[config.mk]
export PLATFORM = sky130hd
export DESIGN_NAME = host_bus_master
export DESIGN_NICKNAME = d
export VERILOG_FILES = /design/src/rtl/host_bus_pkg.sv /design/src/rtl/host_bus_master.sv
export SDC_FILE = /design/constraint.sdc
export NUM_CORES = 1
export LEC_CHECK = 0
export BUFFER_PORTS_ARGS = -buffer_cell sky130_fd_sc_hd__buf_2
export CAP_MARGIN = 20
export CORE_MARGIN = 2
export CORE_UTILIZATION = 41
export CTS_BUF_LIST = sky130_fd_sc_hd__clkbuf_16
export DETAILED_ROUTE_END_ITERATION = 12
export PLACE_DENSITY_LB_ADDON = 0.2
export SYNTH_ARGS = -nofsm -noshare
export SYNTH_HDL_FRONTEND = slang
export SYNTH_SLANG_ARGS = --single-unit
[constraint.sdc]
create_clock -name clk -period 2.4 [get_ports clk]
set_input_delay 0.36 -clock clk [delete_from_list [all_inputs] [get_ports clk]]
set_output_delay 0.36 -clock clk [all_outputs]
set_load 0.02 [all_outputs]
[src/rtl/host_bus_pkg.sv]
// Shared types and constants for the host bus master.
// Opcodes, FSM encoding and default response bytes.
package host_bus_pkg;

    localparam logic [7:0] OP_WRITE = 8'h01;
    localparam logic [7:0] OP_READ  = 8'h02;

    localparam logic [7:0] ACK_BYTE_DEF    = 8'hA5;
    localparam logic [7:0] ERR_TIMEOUT_DEF = 8'hEE;
    localparam logic [7:0] ERR_OPCODE_DEF  = 8'hEF;
    localparam int         TIMEOUT_DEF     = 1024;

    typedef enum logic [2:0] {
        ST_IDLE,
        ST_ADDR,
        ST_DATA,
        ST_BUS,
        ST_RESP
    } state_e;

    function automatic logic [31:0] put_byte(
        input logic [31:0] w,
        input logic [1:0]  idx,
        input logic [7:0]  b
    );
        logic [31:0] r;
        r = w;
        r[{idx, 3'b000} +: 8] = b;
        return r;
    endfunction

endpackage

[src/rtl/host_bus_master.sv]
// Host-driven bus initiator fed by UART command frames.
// Assembles a frame, issues one 32-bit access, returns status/data.
module host_bus_master
    import host_bus_pkg::*;
#(
    parameter int         TIMEOUT_CYCLES = TIMEOUT_DEF,
    parameter logic [7:0] ACK_BYTE       = ACK_BYTE_DEF,
    parameter logic [7:0] ERR_TIMEOUT    = ERR_TIMEOUT_DEF,
    parameter logic [7:0] ERR_OPCODE     = ERR_OPCODE_DEF
) (
    input  logic        clk,
    input  logic        reset_n,
    input  logic        rx_valid,
    input  logic [7:0]  rx_data,
    output logic        rx_ready,
    output logic        tx_valid,
    output logic [7:0]  tx_data,
    input  logic        tx_ready,
    output logic        mem_valid,
    output logic        mem_instr,
    output logic [31:0] mem_addr,
    output logic [31:0] mem_wdata,
    output logic [3:0]  mem_wstrb,
    input  logic [31:0] mem_rdata,
    input  logic        mem_ready,
    output logic        busy
);

    localparam int          TW       = $clog2(TIMEOUT_CYCLES);
    localparam logic [TW-1:0] TMO_LAST = TW'(TIMEOUT_CYCLES - 1);

    state_e        state_q, state_d;
    logic          op_wr_q, op_wr_d;
    logic [1:0]    byte_cnt_q, byte_cnt_d;
    logic [31:0]   addr_q, addr_d;
    logic [31:0]   wdata_q, wdata_d;
    logic [31:0]   resp_q, resp_d;
    logic [1:0]    resp_cnt_q, resp_cnt_d;
    logic [TW-1:0] tmo_q, tmo_d;
    logic          rx_ready_q, rx_ready_d;
    logic          tx_valid_q, tx_valid_d;
    logic          mem_valid_q, mem_valid_d;
    logic          rx_fire;
    logic          tx_fire;

    assign rx_fire = rx_valid && rx_ready_q;
    assign tx_fire = tx_valid_q && tx_ready;

    // Next-state, frame assembly, bus wait and response shifting.
    always_comb begin
        state_d    = state_q;
        op_wr_d    = op_wr_q;
        byte_cnt_d = byte_cnt_q;
        addr_d     = addr_q;
        wdata_d    = wdata_q;
        resp_d     = resp_q;
        resp_cnt_d = resp_cnt_q;
        tmo_d      = tmo_q;
        unique case (state_q)
            ST_IDLE: begin
                tmo_d = '0;
                if (rx_fire) begin
                    if (rx_data == OP_WRITE || rx_data == OP_READ) begin
                        op_wr_d    = (rx_data == OP_WRITE);
                        byte_cnt_d = 2'd0;
                        state_d    = ST_ADDR;
                    end else begin
                        resp_d     = {24'h0, ERR_OPCODE};
                        resp_cnt_d = 2'd0;
                        state_d    = ST_RESP;
                    end
                end
            end
            ST_ADDR: begin
                if (rx_fire) begin
                    addr_d     = put_byte(addr_q, byte_cnt_q, rx_data);
                    byte_cnt_d = byte_cnt_q + 2'd1;
                    if (byte_cnt_q == 2'd3) begin
                        byte_cnt_d = 2'd0;
                        tmo_d      = '0;
                        state_d    = op_wr_q ? ST_DATA : ST_BUS;
                    end
                end
            end
            ST_DATA: begin
                if (rx_fire) begin
                    wdata_d    = put_byte(wdata_q, byte_cnt_q, rx_data);
                    byte_cnt_d = byte_cnt_q + 2'd1;
                    if (byte_cnt_q == 2'd3) begin
                        byte_cnt_d = 2'd0;
                        tmo_d      = '0;
                        state_d    = ST_BUS;
                    end
                end
            end
            ST_BUS: begin
                if (mem_ready) begin
                    resp_d     = op_wr_q ? {24'h0, ACK_BYTE} : mem_rdata;
                    resp_cnt_d = op_wr_q ? 2'd0 : 2'd3;
                    state_d    = ST_RESP;
                end else if (tmo_q == TMO_LAST) begin
                    resp_d     = {24'h0, ERR_TIMEOUT};
                    resp_cnt_d = 2'd0;
                    state_d    = ST_RESP;
                end else begin
                    tmo_d = tmo_q + 1'b1;
                end
            end
            ST_RESP: begin
                if (tx_fire) begin
                    if (resp_cnt_q == 2'd0) begin
                        state_d = ST_IDLE;
                    end else begin
                        resp_d     = resp_q >> 8;
                        resp_cnt_d = resp_cnt_q - 2'd1;
                    end
                end
            end
            default: state_d = ST_IDLE;
        endcase
        rx_ready_d  = (state_d == ST_IDLE) || (state_d == ST_ADDR) ||
                      (state_d == ST_DATA);
        tx_valid_d  = (state_d == ST_RESP);
        mem_valid_d = (state_d == ST_BUS);
    end

    // State and datapath registers with synchronous active-low reset.
    always_ff @(posedge clk) begin
        if (!reset_n) begin
            state_q     <= ST_IDLE;
            op_wr_q     <= 1'b0;
            byte_cnt_q  <= 2'd0;
            addr_q      <= 32'h0;
            wdata_q     <= 32'h0;
            resp_q      <= 32'h0;
            resp_cnt_q  <= 2'd0;
            tmo_q       <= '0;
            rx_ready_q  <= 1'b0;
            tx_valid_q  <= 1'b0;
            mem_valid_q <= 1'b0;
        end else begin
            state_q     <= state_d;
            op_wr_q     <= op_wr_d;
            byte_cnt_q  <= byte_cnt_d;
            addr_q      <= addr_d;
            wdata_q     <= wdata_d;
            resp_q      <= resp_d;
            resp_cnt_q  <= resp_cnt_d;
            tmo_q       <= tmo_d;
            rx_ready_q  <= rx_ready_d;
            tx_valid_q  <= tx_valid_d;
            mem_valid_q <= mem_valid_d;
        end
    end

    assign rx_ready  = rx_ready_q;
    assign tx_valid  = tx_valid_q;
    assign tx_data   = resp_q[7:0];
    assign mem_valid = mem_valid_q;
    assign mem_instr = 1'b0;
    assign mem_addr  = addr_q;
    assign mem_wdata = wdata_q;
    assign mem_wstrb = (mem_valid_q && op_wr_q) ? 4'hf : 4'h0;
    assign busy      = (state_q != ST_IDLE);

endmodule

==> metrics list, run 1 <==
- Die Footprint: between 10,000 and 15,000 µm²
- Each instance of the synthesized netlist takes up on average between 8 and 9 µm².
- Post-CTS Setup Repair Bufs: 0
* Source of the critical timing path: tmo_q[0]
- The post-route netlist has 27.3% of its cells at a drive strength greater than 1.
* Total net switching power: 1.16 mW
- Across all hold checks on the routed design, the worst slack comes to 0.178 ns.
* Capture instance of the worst register-to-register path: resp_q[21]
- Total gr overflow: 0
- Entering global routing, the biggest net connects 41 pins.
- The number of buffers and inverters on the critical path is 1.
- Hold repair after CTS inserted 0 buffers.
- Highest-delay cell along the critical path: sky130_fd_sc_hd__o211a_2
- Buffer type at the clock tree root: sky130_fd_sc_hd__clkbuf_16
- The setup path with the least slack is of type register to register.
* Type of destination of the critical path: register
- In this run the worst hold path is classified as input port to register.
- GP Congestion: 0.839
- The number of nets handed over by synthesis was 709.
- In this run, flip-flops and latches consume 40.6% of the power.
- Gates resized during post-CTS repair numbered 0.
- In this run, distinct cell masters in the synthesized netlist total 59.
- TritonCTS built the clock tree.
- Static leakage: 2.67 nW
- Overall routing resource usage: 20.5%
- The critical path runs through a total of 7 cells.
* Routed wire length: 14,300 µm
- CP cell instances: ha_1, nand4_1, o311ai_4, o211a_2, buf_12, nor2_1, a211oi_2
* Number of nets at the end of the flow: 806
- Detailed placement finished with a half-perimeter wire length of 9860 µm.
- Via count: ~5,000
- Max transition margin: between 50% and 60%
* Setup repair after global routing missed its margin: false
* Wire length of the first global-routing pass: 23,100 µm
* Placeable core region: around 13,000 µm²
- Counting the buffers created by CTS gives 17.
* Transition time at the pin with the least slew margin: between 0.6 and 0.7 ns
- Most common cell after layout, fill and taps aside: sky130_fd_sc_hd__buf_2
- From bottom edge to top edge, the die measures 118 µm.
- After detailed routing, the average wire length per cell comes to 15.2 µm.
* Max Cap Viol: 0
- In this run, synthesis produced a sequential element count of roughly 120.
* Number of H-tree branching levels: 4
- CTS saw roughly 120 sinks.
- For this run, the detailed router's first-pass iteration total came to 4.
* Crit-path max FO: 30
- Pins Over Slew Limit: 0
- Initial Util: 42.2%
- The count of nets left with antenna violations once routing finished came out at 0.
* Source-to-sink clock delay at the later pin of the worst-skew pair: 0.42 ns
* IO buf count: 124
- Internal power contribution: 3.87 mW
* Hold Violations, Final: 0
* Post-synthesis instance total: around 660
* Width of the die: 118 µm
* Portion of the clock cycle consumed by the worst path in the final layout: 90.4%
- Combinational logic is responsible for 8.7% of the overall power.
- After detailed routing, the number of vias per cell comes to ~5.3.
- Critical path required time: around 2.7 ns
* CP Launch Type: register
- The worst path in the final design needs a cycle of about 2.2 ns, including I/O delays and setup.
- Number of rows in the core area: 41
- DR iter-0 viols: roughly 270
* Max incr delay on CP: 0.47 ns
- Synth-to-Final Area Change: 23.9%
- Final-report setup violation count: 0
* Worst ir drop on vdd: 0.423 mV
* Power density cells: 757 nW/µm²
* Net switching share of the total power: 23.1%
* Post-synth EDFFs: 0
- Static timing analysis puts the maximum clock frequency at 0.461 GHz.
- Number of warnings issued by yosys: 0
* Maximum clock insertion buffer count: 2
* Clk network pwr share: between 50% and 60%
- Post-route DRC violation count: 0
- Worst Skew: 0.0122 ns
- Broken down by cell family, the worst path's largest delay share belongs to compound AO/OA/AOI/OAI gates.
- I/O pin total: 126
- The flow ran to the end, and the final reports show no timing, DRC or antenna violations.
- Sequential cells were found to cover 43.6% of the synthesized design area.
- Async set-or-reset flop fraction in the synthesized netlist: 0%
- Fin Setup TNS: 0 ns
- The via count of the first global-routing pass is 4,730.
- Clock-pin slew was measured on the worst setup and hold paths at approximately 0.05 ns.
* Register-to-Register Setup Slack: 0.23 ns
- Counting cells, the worst reg-to-reg path comes to 7.
- Top library cells by usage in the layout, fill and taps aside: sky130_fd_sc_hd__buf_2, sky130_fd_sc_hd__dfxtp_1, sky130_fd_sc_hd__nor2_1
* Cell area after synthesis: 5370 µm²
* Prevailing post-synth register cell: sky130_fd_sc_hd__dfxtp_1
- The worst register-to-register path begins at tmo_q[0].
* Initial antenna violation count: 1
- CP arrival: around 2.5 ns
- In this run the worst setup path terminates at resp_q[21].
## final cells by class
type,instances,area [µm²]
Fill cell,1232,6070
Multi-Input combinational cell,462,2650
Sequential cell,117,2340
Timing Repair Buffer,145,803
Clock buffer,17,425
Tap cell,172,215
Clock inverter,15,170
Inverter,10,37.5
Antenna cell,2,5.00
## power by group through the flow
stage	sequential [mW]	clock, mW	combinational (mW)
2_1_floorplan	2.08	0	0.325
3_3_place_gp	2.08	0	0.424
3_5_place_dp	2.08	0	0.436
4_1_cts	2.04	2.61	0.439
5_1_grt	2.05	2.68	0.475
6_report	2.04	2.55	0.436
## sequential cells by signal, summed over array words and instances (netlist names)
name and cells:
resp_q 32, rx_ready 1, mem_valid 1, mem_wdata 32, state_q 3, byte_cnt_q 2, mem_addr 32, tmo_q 10
op_wr_q 1, tx_valid 1, resp_cnt_q 2
## cells in the mapped netlist (all sizes together), types with 2 or more instances
| library cell | n | area [µm²] |
|---|---|---|
| xor2 | 6 | 60.1 |
| o211ai | 4 | 35.0 |
| dfxtp | 117 | 2340 |
| and3b | 2 | 18.8 |
| nor3 | 2 | 10.0 |
| inv | 10 | 37.5 |
| a211oi | 24 | 285 |
| and2 | 2 | 12.5 |
| nor2b | 3 | 18.8 |
| nand4 | 36 | 231 |
| nor4 | 3 | 25.0 |
| mux2i | 2 | 20.0 |
| a21oi | 78 | 394 |
| nor4b | 2 | 32.5 |
| o211a | 4 | 40.0 |
| a22oi | 17 | 128 |
| or2 | 2 | 12.5 |
| o22ai | 3 | 18.8 |
| o221ai | 3 | 26.3 |
| nor3b | 5 | 57.6 |
| or3 | 5 | 31.3 |
| nand3 | 18 | 90.1 |
| nand2b | 3 | 18.8 |
| o21ai | 18 | 93.8 |
| nand2 | 92 | 345 |
| buf | 31 | 201 |
| o21a | 3 | 22.5 |
| clkbuf | 36 | 135 |
| nor2 | 101 | 387 |
| ha | 8 | 100 |
| or4 | 2 | 15.0 |
| and3 | 3 | 18.8 |
## how the worst min path moves through the flow
stage / startpoint / to / slack (ns) / cells after the start
final: mem_rdata[30] / resp_q[30] / 0.18 / 3
after global routing: mem_rdata[24] / resp_q[24] / 0.20 / 3
after CTS: mem_rdata[30] / resp_q[30] / 0.15 / 3
after detailed placement: resp_q[27] / resp_q[27] / 0.44 / 2
after global placement: resp_q[27] / resp_q[27] / 0.44 / 2
after floorplan: resp_q[24] / resp_q[24] / 0.43 / 2
## stage by stage
stage	total power, mW	setup WS, ns	utilization (%)	instance area [µm²]	instances
after floorplan	2.40	0.362	-	5370	656
after global placement	2.51	0.367	47.6	6050	906
after detailed placement	2.52	0.267	47.6	6050	906
after CTS	5.09	0.211	52.2	6650	938
after global routing	5.21	0.0580	52.3	6650	939
final	5.03	0.230	52.3	6650	940
## per-layer routing
metal	share of wire, %	vias up	global-route usage [%]
li1	-	2478	-
met4	1.8	0	8.85
met5	0	-	0
met3	6.5	19	6.08
met2	47	142	32.2
met1	45	2324	26.0
## worst min-delay path: cells and delay by family
family          cells  cell delay, ns
compound gates      1            0.06
buf+inv             1            0.08
simple gates        1            0.05
## kinds of logic (layout without fill, tap and decap cells)
family                   Yosys count  count (layout)  share of synthesized area [%]
AND/OR/NAND/NOR                  282             282                           24.8
AO/OA/AOI/OAI                    163             163                           21.1
adder cells (fa/ha/maj)            8               8                           1.86
multiplexers                       2               2                          0.373
buffers and inverters             77             187                           6.97
XOR/XNOR                           6               6                           1.12
flip-flops                       117             117                           43.6
other                              1               3                         0.0699
(Power assumes the default switching activity.)
==> run 2, diff against run 1 <==
Settings changed: CAP_MARGIN 20 to 5, CORE_UTILIZATION 41 to 50.
==> metrics list, run 2 (synthesized netlist as in run 1, its figures left out) <==
* Status: completed
* Half-perimeter wire length after detailed placement: 9320 µm
- The critical path goes through ha_1, nand4_1, o311ai_4, o211a_2, buf_12, o211ai_1, o211a_1.
- Final routed wire length divided by cell count: 15.4 µm
* Post-CTS Setup Repair Bufs: 0
* Final-report setup violation count: 0
* Routed wire length: 13,800 µm
- CTS built an H-tree with a depth of 4.
- Top library cells by usage in the layout, fill and taps aside: sky130_fd_sc_hd__buf_2, sky130_fd_sc_hd__dfxtp_1, sky130_fd_sc_hd__nor2_1
- After the last flow step, the layout net total stands at 804.
* DR iter-0 viols: approximately 280
- In this run the tool buffered the top-level ports with approximately 120 buffer cells.
- PnR Total Power: 4.92 mW
- Clock-pin slew was measured on the worst setup and hold paths at 0.05 ns.
- Before CTS, the worst setup slack after placement is 0.260 ns.
* Most common cell after layout, fill and taps aside: sky130_fd_sc_hd__buf_2
- Final core occ: a little over three fifths
- After detailed routing, the number of remaining DRC violations is 0.
- The cell sitting at the root of the clock tree is a sky130_fd_sc_hd__clkbuf_16.
- The initial antenna violation count was 0.
* Initial Util: 51.8%
- Adding up every negative setup slack in the final design gives 0 ns.
- For the finished layout, the period the worst path requires is 2.15 ns.
- The clock net in this run drives a total of 117 sinks.
* Layout Cells excl Fill: 899
* Achievable clock frequency: 0.464 GHz
- Combined area of the multi-input logic cells: between 2000 and 3000 µm²
- Setup repair after global routing left no endpoint under its margin.
* Max Cap Viol: 0
* Smallest hold slack: roughly 0.18 ns
- Die height: 108 µm
* Type of destination of the critical path: register
- Source-to-sink clock delay at the later pin of the worst-skew pair: 0.41 ns
- Buf/Inv on CP: 1
- For this run, the detailed router's first-pass iteration total came to 6.
- Critical Setup Path Class: register to register
- Final antenna-violating net count: 0
- Counting the fill cells in the layout gives 910.
* Overall routing resource usage: approximately a quarter
* Ratio of cells with drive above 1 in the final layout: about 27%
* Critical path required time: 2.70 ns
* Count of instances resized after the clock tree is built: 0
- From synthesis to final layout, the design area changed by 22.0%.
* Transition time at the pin with the least slew margin: 0.574 ns
- Counting along the longest clock path gives a buffer depth of 2.
- CTS buffer count: 17
- Placeable core region: 10,400 µm²
* Power density cells: 751 nW/µm²
- Pins Over Slew Limit: 0
- Portion of the clock cycle consumed by the worst path in the final layout: 89.7%
* CP Launch Type: register
* Maximum number of pins on one net before global-route repair: 55
- The repair_antennas step left the layout with diodes totalling 0.
- The clock arrives with 0.00724 ns of skew.
* Max transition margin: 61.6%
* CP arrival: ~2.5 ns
* Width of the die: 108 µm
- Static leakage: 2.65 nW
- TritonCTS built the clock tree.
* Vias in the first global route: ~4,600
* Final Worst Setup Slack: around 0.25 ns
- Routability-driven placement finished with a final weighted congestion of 0.877.
- The first global-routing pass estimated around 22,000 µm of wire.
- Along the worst path, the maximum fanout reaches 40.
- Global routing finished with a remaining overflow of 0.
* Die Footprint: 11,600 µm²
- Number of rows in the core area: 37
* Post-route cell area: 6550 µm²
* Hold Buf Count CTS: 0
- The number of placed instances, taps included, is between 800 and 900.
* Cell area reported after detailed placement: around 6000 µm²
- Flip-flop and latch area: 2340 µm²
- Hold Violations, Final: 0
* Vias/cell: 5.58
* I/O pin total: 126
- On the worst path, the slowest cell contributes a delay of between 0.4 and 0.5 ns.
* Highest-delay cell along the critical path: sky130_fd_sc_hd__o211a_2
- Via count: 5,014
- Type of the tightest min-delay check: input port to register
- Worst ir drop on vdd: 0.387 mV
* Top cell family by delay on the critical path: compound AO/OA/AOI/OAI gates
-- run 2: where the power goes --
group / internal [mW] / total, mW / switching [mW]
registers: 2.01 / 2.04 / 0.0379
clock network: 1.60 / 2.45 / 0.850
logic: 0.155 / 0.425 / 0.270
total: 3.76 / 4.92 / 1.16
-- run 2: worst reg2reg max path: cells and delay by family (launching register included) --
kind                       cells  cell delay [ns]
AOI/OAI and AO/OA              4             1.00
DFF                            1             0.38
buffers and inverters          1             0.27
adders and majority gates      1             0.21
and+or+nand+nor                1             0.18
-- run 2: layer usage --
layer | routed length, µm | vias up | track usage, % | part of all wire [%]
met4 | 118 | 0 | 7.42 | 0.85
met3 | 947 | 16 | 6.11 | 6.9
li1 | - | 2466 | - | -
met1 | 6100 | 2347 | 30.7 | 44
met2 | 6660 | 185 | 39.5 | 48
met5 | 0 | - | 0 | 0
-- run 2: worst paths after layout --
kind | from | endpoint | slack, ns | cells after the start
setup / recovery | tmo_q[0] | resp_q[0] | 0.25 | 7
hold / removal | mem_rdata[27] | resp_q[27] | 0.18 | 3
setup reg to reg | tmo_q[0] | resp_q[0] | 0.25 | 7
hold reg to reg | resp_q[27] | resp_q[27] | 0.45 | 2
-- run 2: final cells by class --
cell class,count,area share [%]
repair buffers,143,11.8
clock inverters,14,2.23
well taps,136,2.60
clock buffers,17,6.49
multi-input cells,462,40.5
flip-flops and latches,117,35.8
inverters,10,0.592
==> run 3, diff against run 2 <==
Settings changed: CORE_ASPECT_RATIO from default to 1.2.
==> metrics list, run 3 (synthesized netlist as in run 1, its figures left out) <==
- The run finished with clean final reports.
* Power density cells: 780 nW/µm²
- CTS buffer count: 17
- Maximum number of pins on one net before global-route repair: 93
- The repair_antennas step left the layout with diodes totalling 0.
* Via count: 4,961
* Synth-to-Final Area Change: 22.7%
- Routed wire length: 13,900 µm
- The first global-routing pass estimated 22,300 µm of wire.
- On the critical path the largest part of the delay comes from compound AO/OA/AOI/OAI gates.
- Overall routing resource usage: 23.7%
- Flip-flop and latch area: 2340 µm²
- Data on the critical path is required at its endpoint by 2.73 ns.
- After clock tree synthesis, the setup repair step added 0 buffers.
- The clock arrives with 0.00793 ns of skew.
- Number of rows in the core area: 41
- After clock tree synthesis, the clock-pin slew on the worst setup and hold paths is 0.05 ns.
- Measured on the finished design, the core utilization comes to 62.9%.
* Hold Violations, Final: 0
- Worst ir drop on vdd: 0.483 mV
* Initial Util: 51.3%
- Cells with a size suffix above 1 make up 27.0% of the layout.
* Number of H-tree branching levels: 4
- Type of the tightest min-delay check: input port to register
* Maximum clock insertion buffer count: 2
* Placeable core region: 10,500 µm²
* Max incr delay on CP: 0.45 ns
* Most common cell after layout, fill and taps aside: sky130_fd_sc_hd__buf_2
- For the pin with the worst max-slew slack, the measured transition is 0.575 ns.
- In this run the worst path has a maximum fanout of 60.
* IO buf count: 124
- The tree is rooted in a sky130_fd_sc_hd__clkbuf_16.
* Static leakage: 2.66 nW
* Final routed wire length divided by cell count: 15.6 µm
- Critical Setup Path Class: register to register
- The total overflow left after global routing is 0.
- Measured against its own limit, the worst slew margin works out to 61.6%.
* Final Worst Setup Slack: 0.287 ns
* Initial antenna violation count: 0
* I/O pin total: about 130
- Smallest hold slack: 0.192 ns
- Number of detailed-routing iterations run before antenna repair: 4
* Pins Over Slew Limit: 0
- Die height: 118 µm
- Half-perimeter wire length after detailed placement: 9610 µm
* Max Cap Viol: 0
- At the end of routability-driven placement, the weighted congestion stood at 0.828.
- Final critical-path required period: 2.11 ns
- In the finished design, the share of the clock period the worst path needs comes to 88.0%.
- In this run the horizontal extent of the chip is 98.6 µm.
* Number of sinks driven by the clock tree: about 120
* Highest-delay cell along the critical path: sky130_fd_sc_hd__dfxtp_1
- Top library cells by usage in the layout, fill and taps aside: sky130_fd_sc_hd__buf_2, sky130_fd_sc_hd__dfxtp_1, sky130_fd_sc_hd__nor2_1
- Source-to-sink clock delay at the later pin of the worst-skew pair: 0.41 ns
- Together, buffers and inverters on the worst path number 1.
* Achievable clock frequency: 0.473 GHz
- In this run, the number of DRC markers left after iteration 0 of detailed routing was 196.
- Clock tree from TritonCTS: done
- The via count of the first global-routing pass came to 4,581.
* Setup repair after global routing missed its margin: false
- Dividing the detail-routed via count by the number of cells gives ~5.6.
- In this run, post-CTS hold repair placed 0 buffers.
- For this run, the post-layout net count is around 800.
- Worst slack at placement: around 0.31 ns
- Die Footprint: 11,600 µm²
- Traced cell by cell, the critical path runs through or2_2, o32ai_1, o211a_2, buf_12, o221ai_1, o22ai_1.
- Summing all multi-input logic gate instances after layout gives 2650 µm².
* Type of destination of the critical path: register
* Count of instances resized after the clock tree is built: 0
* Fillers: about 950
* CP arrival: approximately 2.4 ns
- Once detail routing completed, the nets flagged for antenna violations numbered 0.
- Fin Setup TNS: 0 ns
- Post-route DRC violation count: 0
* CP Launch Type: register
* Final-report setup violation count: 0
[run 3: through the flow]
stage	cells	area [µm²]	power, mW
final	891	6590	5.14
after global routing	891	6590	5.29
after CTS	891	6590	5.17
after detailed placement	859	5970	2.51
after global placement	859	5970	2.50
after floorplan	656	5370	2.40
[run 3: cell type report]
| class | instances | area share, % |
|---|---|---|
| Tap cell | 129 | 2.45 |
| Sequential cell | 117 | 35.6 |
| Multi-Input combinational cell | 462 | 40.3 |
| Inverter | 10 | 0.570 |
| Clock inverter | 15 | 2.95 |
| Timing Repair Buffer | 141 | 11.7 |
| Clock buffer | 17 | 6.46 |
[run 3: worst min-delay path, stage by stage]
cell and delay, ns:
sky130_fd_sc_hd__buf_2 0.07, sky130_fd_sc_hd__nand3_1 0.06, sky130_fd_sc_hd__o21ai_1 0.07
[run 3: routing by layer]
metal | vias to the layer above | track usage (%) | part of all wire [%]
met5 | - | 0 | 0
met3 | 17 | 6.18 | 6.4
li1 | 2471 | - | -
met1 | 2310 | 29.4 | 42
met2 | 163 | 39.2 | 50
met4 | 0 | 8.99 | 1.6
[run 3: report_power, final]
part	switching, mW	internal (mW)
sequential	0.0436	2.01
combinational	0.266	0.154
clock	0.858	1.81
total	1.17	3.97
[run 3: path summary, 6_finish.rpt]
| path | startpoint | to | slack (ns) | cells after the start |
|---|---|---|---|---|
| worst max-delay path | state_q[1] | resp_q[2] | 0.29 | 6 |
| worst min-delay path | mem_rdata[26] | resp_q[26] | 0.19 | 3 |
| worst max register to register | state_q[1] | resp_q[2] | 0.29 | 6 |
| worst min register to register | resp_q[29] | resp_q[29] | 0.45 | 2 |
